--- config.mk ---
export PLATFORM = sky130hd
export DESIGN_NAME = seq_muldiv_flat
export DESIGN_NICKNAME = d
export VERILOG_FILES = /design/src/rtl/muldiv_pkg.sv /design/src/rtl/seq_muldiv_if.sv /design/src/rtl/muldiv_step.sv /design/src/rtl/seq_muldiv.sv /design/src/flat_wrapper.sv
export SDC_FILE = /design/constraint.sdc
export NUM_CORES = 1
export LEC_CHECK = 0
export CORE_MARGIN = 2
export CORE_UTILIZATION = 53
export DETAILED_ROUTE_END_ITERATION = 10
export HOLD_SLACK_MARGIN = 0.03
export MAX_ROUTING_LAYER = met4
export PLACE_DENSITY = 0.72
export SETUP_SLACK_MARGIN = 0.05
export SYNTH_ARGS = -nofsm -noshare
export SYNTH_HDL_FRONTEND = slang
export SYNTH_HIERARCHICAL = 1
export SYNTH_SLANG_ARGS = --single-unit
--- constraint.sdc ---
create_clock -name I_clk -period 11.2 [get_ports I_clk]
set_input_delay 1.68 -clock I_clk [delete_from_list [all_inputs] [get_ports I_clk]]
set_output_delay 1.68 -clock I_clk [all_outputs]
set_load 0.01 [all_outputs]
--- src/rtl/muldiv_pkg.sv ---
// Shared encodings for the sequential multiply/divide unit: operation codes,
// FSM state encoding and per-operation decode masks indexed by the op code.
package muldiv_pkg;

    typedef logic [2:0] muldiv_op_t;

    localparam muldiv_op_t OP_MUL    = 3'd0;
    localparam muldiv_op_t OP_MULH   = 3'd1;
    localparam muldiv_op_t OP_MULHSU = 3'd2;
    localparam muldiv_op_t OP_MULHU  = 3'd3;
    localparam muldiv_op_t OP_DIV    = 3'd4;
    localparam muldiv_op_t OP_DIVU   = 3'd5;
    localparam muldiv_op_t OP_REM    = 3'd6;
    localparam muldiv_op_t OP_REMU   = 3'd7;

    localparam logic [1:0] ST_IDLE = 2'd0;
    localparam logic [1:0] ST_CALC = 2'd1;
    localparam logic [1:0] ST_FIX  = 2'd2;
    localparam logic [1:0] ST_DONE = 2'd3;

    // Bit n of each mask describes op code n.
    localparam logic [7:0] OP_IS_DIV    = 8'b1111_0000;
    localparam logic [7:0] OP_IS_REM    = 8'b1100_0000;
    localparam logic [7:0] OP_MUL_HI    = 8'b0000_1110;
    localparam logic [7:0] OP_S1_SIGNED = 8'b0101_0110;
    localparam logic [7:0] OP_S2_SIGNED = 8'b0101_0010;

endpackage

--- src/rtl/seq_muldiv_if.sv ---
// Request/response bundle of seq_muldiv; the requester uses master, the unit uses slave.
interface seq_muldiv_if #(parameter int XLEN = 32);

    logic            I_en;
    logic [2:0]      I_op;
    logic [XLEN-1:0] I_dataS1;
    logic [XLEN-1:0] I_dataS2;
    logic            O_busy;
    logic            O_valid;
    logic [XLEN-1:0] O_data;

    modport master (
        output I_en, I_op, I_dataS1, I_dataS2,
        input  O_busy, O_valid, O_data
    );

    modport slave (
        input  I_en, I_op, I_dataS1, I_dataS2,
        output O_busy, O_valid, O_data
    );

endinterface

--- src/rtl/muldiv_step.sv ---
// One iteration on the 2*XLEN partial register: shift-add multiply (multiplier in
// the low half, shifting right) or restoring divide (dividend in the low half, shifting left).
module muldiv_step #(parameter int XLEN = 32) (
    input  logic [2*XLEN-1:0] part,
    input  logic [XLEN-1:0]   opnd,
    input  logic              is_div,
    output logic [2*XLEN-1:0] part_next
);

    logic [XLEN:0] add_sum;
    logic [XLEN:0] rem_sh;
    logic [XLEN:0] sub_diff;

    always_comb begin
        add_sum  = {1'b0, part[2*XLEN-1:XLEN]} + (part[0] ? {1'b0, opnd} : '0);
        // Remainder stays below the divisor, so the shifted value needs one extra bit.
        rem_sh   = part[2*XLEN-1:XLEN-1];
        sub_diff = rem_sh - {1'b0, opnd};
        if (is_div) begin
            if (!sub_diff[XLEN])
                part_next = {sub_diff[XLEN-1:0], part[XLEN-2:0], 1'b1};
            else
                part_next = {rem_sh[XLEN-1:0], part[XLEN-2:0], 1'b0};
        end else begin
            part_next = {add_sum, part[XLEN-1:1]};
        end
    end

endmodule

--- src/rtl/seq_muldiv.sv ---
// Sequential RISC-V M multiply/divide unit, one bit per cycle on magnitudes.
// Define SEQ_MULDIV_FAST_MUL_EN to resolve multiplies in a single combinational step.
module seq_muldiv
    import muldiv_pkg::*;
#(
    parameter int XLEN = 32
) (
    input  logic        I_clk,
    input  logic        I_reset,
    seq_muldiv_if.slave bus
);

    localparam int CW = $clog2(XLEN + 1);
    localparam logic [CW-1:0] CNT_INIT = CW'(XLEN);

    logic [1:0]        state;
    logic [CW-1:0]     cnt;
    logic [2:0]        op_r;
    logic              neg_res;
    logic              neg_rem;
    logic [2*XLEN-1:0] part;
    logic [2*XLEN-1:0] part_next;
    logic [2*XLEN-1:0] prod_fix;
    logic [XLEN-1:0]   opnd;
    logic [XLEN-1:0]   fix_result;
    logic [XLEN-1:0]   dz_result;
    logic [XLEN-1:0]   s1_mag;
    logic [XLEN-1:0]   s2_mag;
    logic              accept;
    logic              op_div_in;
    logic              s1_neg;
    logic              s2_neg;
    logic              div_zero;

    function automatic logic [XLEN-1:0] cond_negate(input logic [XLEN-1:0] v, input logic n);
        return n ? -v : v;
    endfunction

    function automatic logic [2*XLEN-1:0] cond_negate_w(input logic [2*XLEN-1:0] v, input logic n);
        return n ? -v : v;
    endfunction

    assign bus.O_busy  = (state == ST_CALC) || (state == ST_FIX);
    assign bus.O_valid = (state == ST_DONE);
    assign accept      = bus.I_en & ~bus.O_busy;

    assign op_div_in = OP_IS_DIV[bus.I_op];
    assign s1_neg    = OP_S1_SIGNED[bus.I_op] & bus.I_dataS1[XLEN-1];
    assign s2_neg    = OP_S2_SIGNED[bus.I_op] & bus.I_dataS2[XLEN-1];
    assign s1_mag    = cond_negate(bus.I_dataS1, s1_neg);
    assign s2_mag    = cond_negate(bus.I_dataS2, s2_neg);
    assign div_zero  = op_div_in & (bus.I_dataS2 == '0);
    assign dz_result = OP_IS_REM[bus.I_op] ? bus.I_dataS1 : '1;

`ifdef SEQ_MULDIV_FAST_MUL_EN
    logic signed [2*XLEN-1:0] fast_a;
    logic signed [2*XLEN-1:0] fast_b;
    logic signed [2*XLEN-1:0] fast_prod;
    logic [XLEN-1:0]          fast_result;

    // Low 2*XLEN bits of a wrapped product of sign/zero-extended operands are exact.
    always_comb begin
        fast_a      = {{XLEN{OP_S1_SIGNED[bus.I_op] & bus.I_dataS1[XLEN-1]}}, bus.I_dataS1};
        fast_b      = {{XLEN{OP_S2_SIGNED[bus.I_op] & bus.I_dataS2[XLEN-1]}}, bus.I_dataS2};
        fast_prod   = fast_a * fast_b;
        fast_result = OP_MUL_HI[bus.I_op] ? fast_prod[2*XLEN-1:XLEN] : fast_prod[XLEN-1:0];
    end
`endif

    muldiv_step #(.XLEN(XLEN)) u_step (
        .part      (part),
        .opnd      (opnd),
        .is_div    (OP_IS_DIV[op_r]),
        .part_next (part_next)
    );

    always_comb begin
        prod_fix = cond_negate_w(part, neg_res);
        if (OP_IS_REM[op_r])
            fix_result = cond_negate(part[2*XLEN-1:XLEN], neg_rem);
        else if (OP_IS_DIV[op_r])
            fix_result = cond_negate(part[XLEN-1:0], neg_res);
        else if (OP_MUL_HI[op_r])
            fix_result = prod_fix[2*XLEN-1:XLEN];
        else
            fix_result = prod_fix[XLEN-1:0];
    end

    // Control: FSM, step counter and result register
    always_ff @(posedge I_clk) begin
        if (I_reset) begin
            state      <= ST_IDLE;
            cnt        <= '0;
            bus.O_data <= '0;
        end else begin
            case (state)
                ST_CALC: begin
                    cnt <= cnt - CW'(1);
                    if (cnt == CW'(1))
                        state <= ST_FIX;
                end
                ST_FIX: begin
                    bus.O_data <= fix_result;
                    state      <= ST_DONE;
                end
                default: state <= ST_IDLE;
            endcase
            if (accept) begin
                if (div_zero) begin
                    bus.O_data <= dz_result;
                    state      <= ST_DONE;
                end
`ifdef SEQ_MULDIV_FAST_MUL_EN
                else if (!op_div_in) begin
                    bus.O_data <= fast_result;
                    state      <= ST_DONE;
                end
`endif
                else begin
                    cnt   <= CNT_INIT;
                    state <= ST_CALC;
                end
            end
        end
    end

    // Datapath: operand capture at accept, one iteration per CALC cycle
    always_ff @(posedge I_clk) begin
        if (accept) begin
            op_r    <= bus.I_op;
            neg_res <= s1_neg ^ s2_neg;
            neg_rem <= s1_neg;
            if (op_div_in) begin
                part <= {{XLEN{1'b0}}, s1_mag};
                opnd <= s2_mag;
            end else begin
                part <= {{XLEN{1'b0}}, s2_mag};
                opnd <= s1_mag;
            end
        end else if (state == ST_CALC) begin
            part <= part_next;
        end
    end

endmodule
--- src/flat_wrapper.sv ---
// flat-port wrapper written by rule: the top's interface ports become plain ports
module seq_muldiv_flat import muldiv_pkg::*;
#(
    parameter int XLEN = 32
)
  (I_clk, I_reset, bus_I_en, bus_I_op, bus_I_dataS1, bus_I_dataS2, bus_O_busy, bus_O_valid, bus_O_data);
  seq_muldiv_if #(.XLEN(XLEN)) bus_i ();
  input  logic I_clk;
  input  logic I_reset;
  input wire logic [$bits(bus_i.I_en)-1:0] bus_I_en;
  input wire logic [$bits(bus_i.I_op)-1:0] bus_I_op;
  input wire logic [$bits(bus_i.I_dataS1)-1:0] bus_I_dataS1;
  input wire logic [$bits(bus_i.I_dataS2)-1:0] bus_I_dataS2;
  output wire logic [$bits(bus_i.O_busy)-1:0] bus_O_busy;
  output wire logic [$bits(bus_i.O_valid)-1:0] bus_O_valid;
  output wire logic [$bits(bus_i.O_data)-1:0] bus_O_data;
  assign bus_i.I_en = bus_I_en;
  assign bus_i.I_op = bus_I_op;
  assign bus_i.I_dataS1 = bus_I_dataS1;
  assign bus_i.I_dataS2 = bus_I_dataS2;
  assign bus_O_busy = bus_i.O_busy;
  assign bus_O_valid = bus_i.O_valid;
  assign bus_O_data = bus_i.O_data;
  seq_muldiv #(.XLEN(XLEN)) u_core (.I_clk(I_clk), .I_reset(I_reset), .bus(bus_i));
endmodule
==> impl_metrics.py, run 1 <==
metrics = {
    "min_path": {
        "min_from": "u_core/cnt[1]$_SDFF_PP0_",
        "hp-class": "flop to flop",
        "worstHoldEndpoint": "u_core/cnt[1]$_SDFF_PP0_",
        "holdPathStages": 2,
    },
    "global_routing": {
        "overflow": 0,
        "grt_usage_pct": 33.5,
        "grt_max_degree": 79,
        "grt_pass1_wl_um": 74400,
        "grt_pass1_vias": 13433,
        "antenna_found_initial": 0,
    },
    "yosys": {
        "synth_cell_types": 82,
        "ys_seq_area_share_pct": 26.1,
        "yosysWarnings": 6,
        "syn_nets": 2010,
        "ys.flop_type": "edfxtp_1",
        "synth_enable_flop_cells": 101,
        "synth_cells": 1863,
        "ys_seq_elements": 144,
        "netlist_area_sq_um": 14900,
        "avgSynthCellArea_sq_um": 8.00,
        "async_reset_ff_share_pct": 0,
    },
    "die": {
        "core_area_sq_um": 27700,
        "num_rows": 61,
        "boundaryPins": 104,
        "die_height_um": 172,
        "die_width_um": 172,
        "initial_core_util_pct": 53.8,
        "dieArea_sq_um": 29500,
    },
    "detailed_routing": {
        "dr.pass1.iters": 9,
        "num_vias": 14896,
        "wl_um": 48900,
        "drc": 0,
        "first_iter_violations": 1970,
        "drtAntennaViolNets": 0,
        "wire_per_inst_um": 21.4,
        "via_per_inst": 6.50,
    },
    "final_layout": {
        "final_common_cell": "nor2_1",
        "final_cell_mix": "179 x nor2_1, 160 x a21oi_1, 131 x nand2_1",
        "nets": 2047,
        "final_cell_area_sq_um": 16700,
        "synthToLayoutAreaGrowth_pct": 12.4,
        "layout.cells.non_filler": 2291,
        "drive_gt1_share_pct": 6.64,
        "fin_util_pct": 60.5,
        "n_antenna_cell": 0,
    },
    "clock_tree": {
        "post_cts_buffers": 0,
        "numCtsBuffers": 17,
        "cts_buffer_depth": 2,
        "clock_sinks": 144,
        "cts_hold_buf": 0,
        "cts.repair.resized": 0,
        "clk_pin_slew_ns": 0.07,
        "cts_tree": "done",
        "cts_max_level": 4,
        "clock_tree.root_cell": "clkbuf_16",
        "clock_latency_ns": 0.43,
    },
    "timing": {
        "max_freq_mhz": 182,
        "tns_ns": 0,
        "min_period_ns": 5.50,
        "clock_skew_ns": 0.0118,
        "hold_viol": 0,
        "setup_viol": 0,
        "tightestPinTransition_ns": 0.995,
        "relSlewSlack_pct": 33.4,
        "finalCritPeriodShare_pct": 49.1,
        "final_max_slew_viol_count": 0,
        "rsz0062_at_grt": "false",
    },
    "placement": {
        "io_buffer_count": 103,
        "dpl_cell_area_sq_um": 16200,
        "place.gp.congestion": 0.978,
        "dpl.hpwl_um": 36900,
        "dp_cells": 2259,
    },
    "critical_path": {
        "critPathLaunchType": "input port",
        "path_class": "input port to flop",
        "worst_ep_arrival_time_ns": 5.80,
        "cp.required_ns": 11.50,
        "reg2reg_from": "u_core/part[31]$_DFFE_PP_",
        "r2r-end": "u_core/part[35]$_SDFFCE_PP0P_",
        "worst-r2r-setup-slack_ns": 6.34,
        "endpoint_kind": "flop",
        "r2r_cells": 15,
        "critPathMaxFanout": 17,
    },
    "power_and_ir_drop": {
        "p_leak_nw": 6.39,
        "powerDensity_nw_per_um2": 326,
        "p_int_mw": 2.77,
        "pwr-share-clk_pct": 10.5,
        "seq_power_share_pct": 24.9,
        "ir_worst_vdd_mv": 0.195,
        "combPwrFrac_pct": 64.6,
        "switching_share_pct": 49.2,
        "total_power_mw": 5.45,
        "power_switching_mw": 2.68,
    },
    "run_status": {
        "outcome": "finished, final reports clean",
    },
    "run": {
        "cap_violations": 0,
    },
}
## metal layers
layer / global-route usage (%) / vias up / share of wire (%)
met3: 4.65 / 108 / 9.8
met4: 13.7 / 0 / 3.7
li1: - / 6981 / -
met2: 49.4 / 845 / 43
met5: - / - / 0
met1: 46.2 / 6962 / 43
## worst max path at each step
stage | start | to | slack, ns | depth (start not counted)
after detailed placement | bus_I_dataS2[9] | u_core/bus.O_data[27]$_SDFF_PP0_ | 5.36 | 8
after global placement | bus_I_dataS2[9] | u_core/bus.O_data[27]$_SDFF_PP0_ | 5.45 | 8
after CTS | bus_I_dataS2[9] | u_core/bus.O_data[27]$_SDFF_PP0_ | 5.80 | 8
after global routing | bus_I_dataS2[0] | u_core/bus.O_data[27]$_SDFF_PP0_ | 5.43 | 10
final | bus_I_dataS2[9] | u_core/bus.O_data[27]$_SDFF_PP0_ | 5.70 | 8
after floorplan | bus_I_dataS2[9] | u_core/bus.O_data[21]$_SDFF_PP0_ | 6.93 | 9
## power groups by stage
| stage | clock [mW] | combinational (mW) | sequential, mW |
|---|---|---|---|
| 2_1_floorplan | 0 | 2.69 | 1.16 |
| 3_3_place_gp | 0 | 3.37 | 1.34 |
| 5_1_grt | 0.598 | 3.85 | 1.39 |
| 6_report | 0.572 | 3.52 | 1.36 |
| 4_1_cts | 0.575 | 3.45 | 1.34 |
| 3_5_place_dp | 0 | 3.43 | 1.35 |
## layout make-up
cell class | instances | area [sq um]
multi-input cells | 1539 | 10300
well taps | 378 | 473
repair buffers | 123 | 1180
inverters | 75 | 282
fillers | 2508 | 11000
clock inverters | 14 | 148
flip-flops and latches | 144 | 3900
clock buffers | 18 | 429
## per-stage QoR
stage                     hold WS [ns]  worst slack (ns)
after detailed placement         0.483              5.36
after global placement           0.467              5.45
after CTS                        0.493              5.80
after floorplan                  0.454              6.93
final                            0.493              5.70
after global routing             0.547              5.43
## registers in the layout, indices dropped and copies added, names as in the netlist, named ones only
name and flops:
u_core/state 2, u_core/cnt 6, u_core/bus.O_data 32, u_core/neg_rem 1, u_core/part 64, u_core/neg_res 1
u_core/op_r 3, u_core/opnd 32
## critical path, cell delays in order
cell	delay, ns
clkdlybuf4s50_1	0.48
or4_1	0.62
or4_1	0.63
nor4b_4	0.93
nand3_1	0.78
o221ai_1	0.46
o21bai_1	0.16
a31oi_1	0.05
## kinds of logic after synthesis
logic type                 share of synthesized area [%]
buffers and inverters                               4.63
adders and majority gates                           6.57
muxes                                               6.28
and+or+nand+nor                                     22.2
AOI/OAI and AO/OA                                   23.8
DFF                                                 26.1
xor gates and xnor gates                            10.4
## cells in the mapped netlist (all sizes together) (12+ instances only)
library cell / number / area [sq um]
a21o: 27 / 203
nand3: 46 / 230
a211oi: 22 / 170
o211ai: 15 / 113
nand2: 132 / 495
mux2i: 53 / 531
o31ai: 34 / 255
or3: 21 / 136
nor2b: 23 / 144
or2: 16 / 100
and2: 71 / 444
nor3: 51 / 255
xnor2: 105 / 920
o21a: 12 / 90.1
dfxtp: 43 / 861
o41ai: 20 / 175
xor2: 72 / 631
edfxtp: 101 / 3030
or4: 23 / 184
a21oi: 161 / 810
mux2: 36 / 405
buf: 13 / 62.6
o22ai: 15 / 93.8
inv: 75 / 282
nor4: 28 / 175
clkbuf: 92 / 345
o221ai: 23 / 201
nor2: 179 / 672
nand4: 14 / 87.6
o21ai: 98 / 490
a31oi: 30 / 188
ha: 75 / 938
nand2b: 20 / 125
Note: power is estimated with default switching activity, not from simulation.
==> run 2, diff against run 1 <==
--- a/config.mk
+++ b/config.mk
@@ -10,7 +10,7 @@
 export DETAILED_ROUTE_END_ITERATION = 10
 export HOLD_SLACK_MARGIN = 0.03
 export MAX_ROUTING_LAYER = met4
-export PLACE_DENSITY = 0.72
+export PLACE_DENSITY = 0.75
 export SETUP_SLACK_MARGIN = 0.05
 export SYNTH_ARGS = -nofsm -noshare
 export SYNTH_HDL_FRONTEND = slang
==> constraint.sdc (replaced) <==
create_clock -name I_clk -period 4.55 [get_ports I_clk]
set_input_delay 0.6825 -clock I_clk [delete_from_list [all_inputs] [get_ports I_clk]]
set_output_delay 0.6825 -clock I_clk [all_outputs]
set_load 0.01 [all_outputs]
==> run 2 against run 1 <==
Final area increased by 1.6%. Routed wire length increased by 4.1%. Sequential cell count unchanged. Clock power increased by 140%. Setup slack got worse by 5.5 ns. Clock skew increased by 0.0050 ns. Critical path type is now flop to flop. Global-route usage increased by 1.8 points. Critical path depth increased by 7. Sequential share of layout area decreased by 0.36 points. Highest routed layer unchanged. Critical endpoint is now u_core/part[42]$_SDFFCE_PP0P_.
==> impl_metrics.py, run 2 (synthesis gave the netlist of run 1 again) <==
metrics = {
    "clock_tree": {
        "cts_max_level": 4,
        "clock_sinks": 144,
        "clock_tree.root_cell": "clkbuf_16",
        "cts_tree": "done",
        "numCtsBuffers": 17,
        "cts_buffer_depth": 2,
        "clock_latency_ns": 0.44,
        "clk_pin_slew_ns": 0.08,
        "post_cts_buffers": 0,
        "cts_hold_buf": 0,
    },
    "die": {
        "boundaryPins": 104,
        "die_width_um": 172,
        "core_area_sq_um": 27700,
        "initial_core_util_pct": 53.8,
        "die_height_um": 172,
        "num_rows": 61,
        "dieArea_sq_um": 29500,
    },
    "placement": {
        "dpl.hpwl_um": 38800,
        "dpl_cell_area_sq_um": 16400,
        "place.gp.congestion": 0.999,
        "io_buffer_count": 103,
    },
    "timing": {
        "relSlewSlack_pct": 28.4,
        "finalCritPeriodShare_pct": 95.2,
        "hold_viol": 0,
        "min_period_ns": 4.33,
        "max_freq_mhz": 231,
        "clock_skew_ns": 0.0168,
        "tightestPinTransition_ns": 1.07,
        "rsz0062_at_grt": "false",
        "tns_ns": 0,
        "setup_viol": 0,
        "final_max_slew_viol_count": 0,
    },
    "final_layout": {
        "largest_register": "u_core/part",
        "drive_gt1_share_pct": 8.22,
        "regArea_sq_um": 3900,
        "largest_register_ffs": 64,
        "final_cell_mix": "179 x nor2_1, 160 x a21oi_1, 131 x nand2_1",
        "nets": 2080,
        "multi_input_area_sq_um": 10400,
        "synthToLayoutAreaGrowth_pct": 14.2,
        "final_common_cell": "nor2_1",
        "final_cell_area_sq_um": 17000,
        "fillerInstances": 2512,
        "reg_top3": "u_core/part (64), u_core/bus.O_data (32), u_core/opnd (32)",
    },
    "power_and_ir_drop": {
        "powerDensity_nw_per_um2": 804,
        "total_power_mw": 13.7,
        "ir_worst_vdd_mv": 0.471,
        "p_leak_nw": 6.56,
    },
    "critical_path": {
        "worst-r2r-setup-slack_ns": 0.22,
        "critPathMaxFanout": 32,
        "worst_ep_arrival_time_ns": 4.52,
        "slowest_delay_ns": 0.49,
        "critPathLaunchType": "flop",
        "crit_chain": "inv_1 -> ha_1 -> fa_1 -> nand2b_1 -> a21o_1 -> a211oi_1 -> a31oi_1 -> o21ai_1 -> a21oi_1 -> a31oi_1 -> xnor2_4 -> buf_12 -> mux2i_1 -> a21oi_1 -> and2_1",
        "cp.required_ns": 4.73,
        "endpoint_kind": "flop",
        "slowest_stage": "edfxtp_1",
        "path_class": "flop to flop",
    },
    "run_status": {
        "outcome": "finished, final reports clean",
    },
    "detailed_routing": {
        "num_vias": 15021,
        "wl_um": 50900,
        "first_iter_violations": 1820,
        "drtAntennaViolNets": 0,
        "via_per_inst": 6.46,
        "drc": 0,
        "wire_per_inst_um": 21.9,
        "dr.pass1.iters": 6,
    },
    "global_routing": {
        "use_met1_pct": 46.9,
        "grt_pass1_vias": 13938,
        "grt_pass1_wl_um": 77500,
        "grt_use_met3_pct": 6.56,
        "grt_max_degree": 78,
        "grt_usage_pct": 35.3,
        "met2_usage_pct": 54.8,
        "antenna_found_initial": 2,
        "overflow": 0,
        "grt.busiest_layer": "met2",
    },
    "min_path": {
        "hp-class": "flop to flop",
    },
    "run": {
        "cap_violations": 0,
    },
}
## run 2: what timing repair did
item,in CTS,in global routing
endpoints found under the hold margin,0,0
endpoints found under the setup margin,0,13
gates resized for setup,0,1
## run 2: final timing paths
path / end / cells past startpoint / from
setup / recovery: u_core/part[42]$_SDFFCE_PP0P_ / 15 / u_core/part[31]$_DFFE_PP_
hold / removal: u_core/cnt[1]$_SDFF_PP0_ / 2 / u_core/cnt[1]$_SDFF_PP0_
setup reg to reg: u_core/part[42]$_SDFFCE_PP0P_ / 15 / u_core/part[31]$_DFFE_PP_
hold reg to reg: u_core/cnt[1]$_SDFF_PP0_ / 2 / u_core/cnt[1]$_SDFF_PP0_
## run 2: area by class of cell
| class | count | share of cell area [%] |
|---|---|---|
| repair buffers | 156 | 8.44 |
| diodes | 2 | 0.0294 |
| flip-flops and latches | 144 | 22.9 |
| multi-input cells | 1539 | 60.9 |
| clock inverters | 14 | 0.794 |
| clock buffers | 18 | 2.52 |
| well taps | 378 | 2.78 |
| inverters | 75 | 1.65 |
## run 2: power breakdown
| group | switching [mW] | internal [mW] |
|---|---|---|
| combinational | 5.13 | 3.92 |
| sequential | 0.953 | 2.28 |
| clock | 0.675 | 0.730 |
| total | 6.76 | 6.93 |
## run 2: worst max-delay path: cells and delay by family, from the launching register on
family / cells / cell delay [ns]
AOI/OAI and AO/OA: 7 / 1.57
xor gates and xnor gates: 1 / 0.28
adders and majority gates: 2 / 0.67
buffers and inverters: 2 / 0.45
DFF: 1 / 0.49
muxes: 1 / 0.25
and+or+nand+nor: 2 / 0.33
## run 2: routing by layer
metal / wire length [um] / vias to the layer above
li1: - / 7043
met1: 21900 / 7071
met2: 22900 / 816
met3: 4890 / 91
met4: 1250 / 0
met5: 0 / -
## run 2: metrics by stage
stage                     util [%]  worst slack, ns  hold slack [ns]  std cells
final                         61.4            0.217            0.496       2326
after global routing          61.4           0.0489            0.543       2326
after CTS                     61.3            0.263            0.496       2324
after detailed placement      59.3            0.303            0.482       2292
after global placement        59.3            0.396            0.470       2292
after floorplan                  -            0.804            0.454       1863
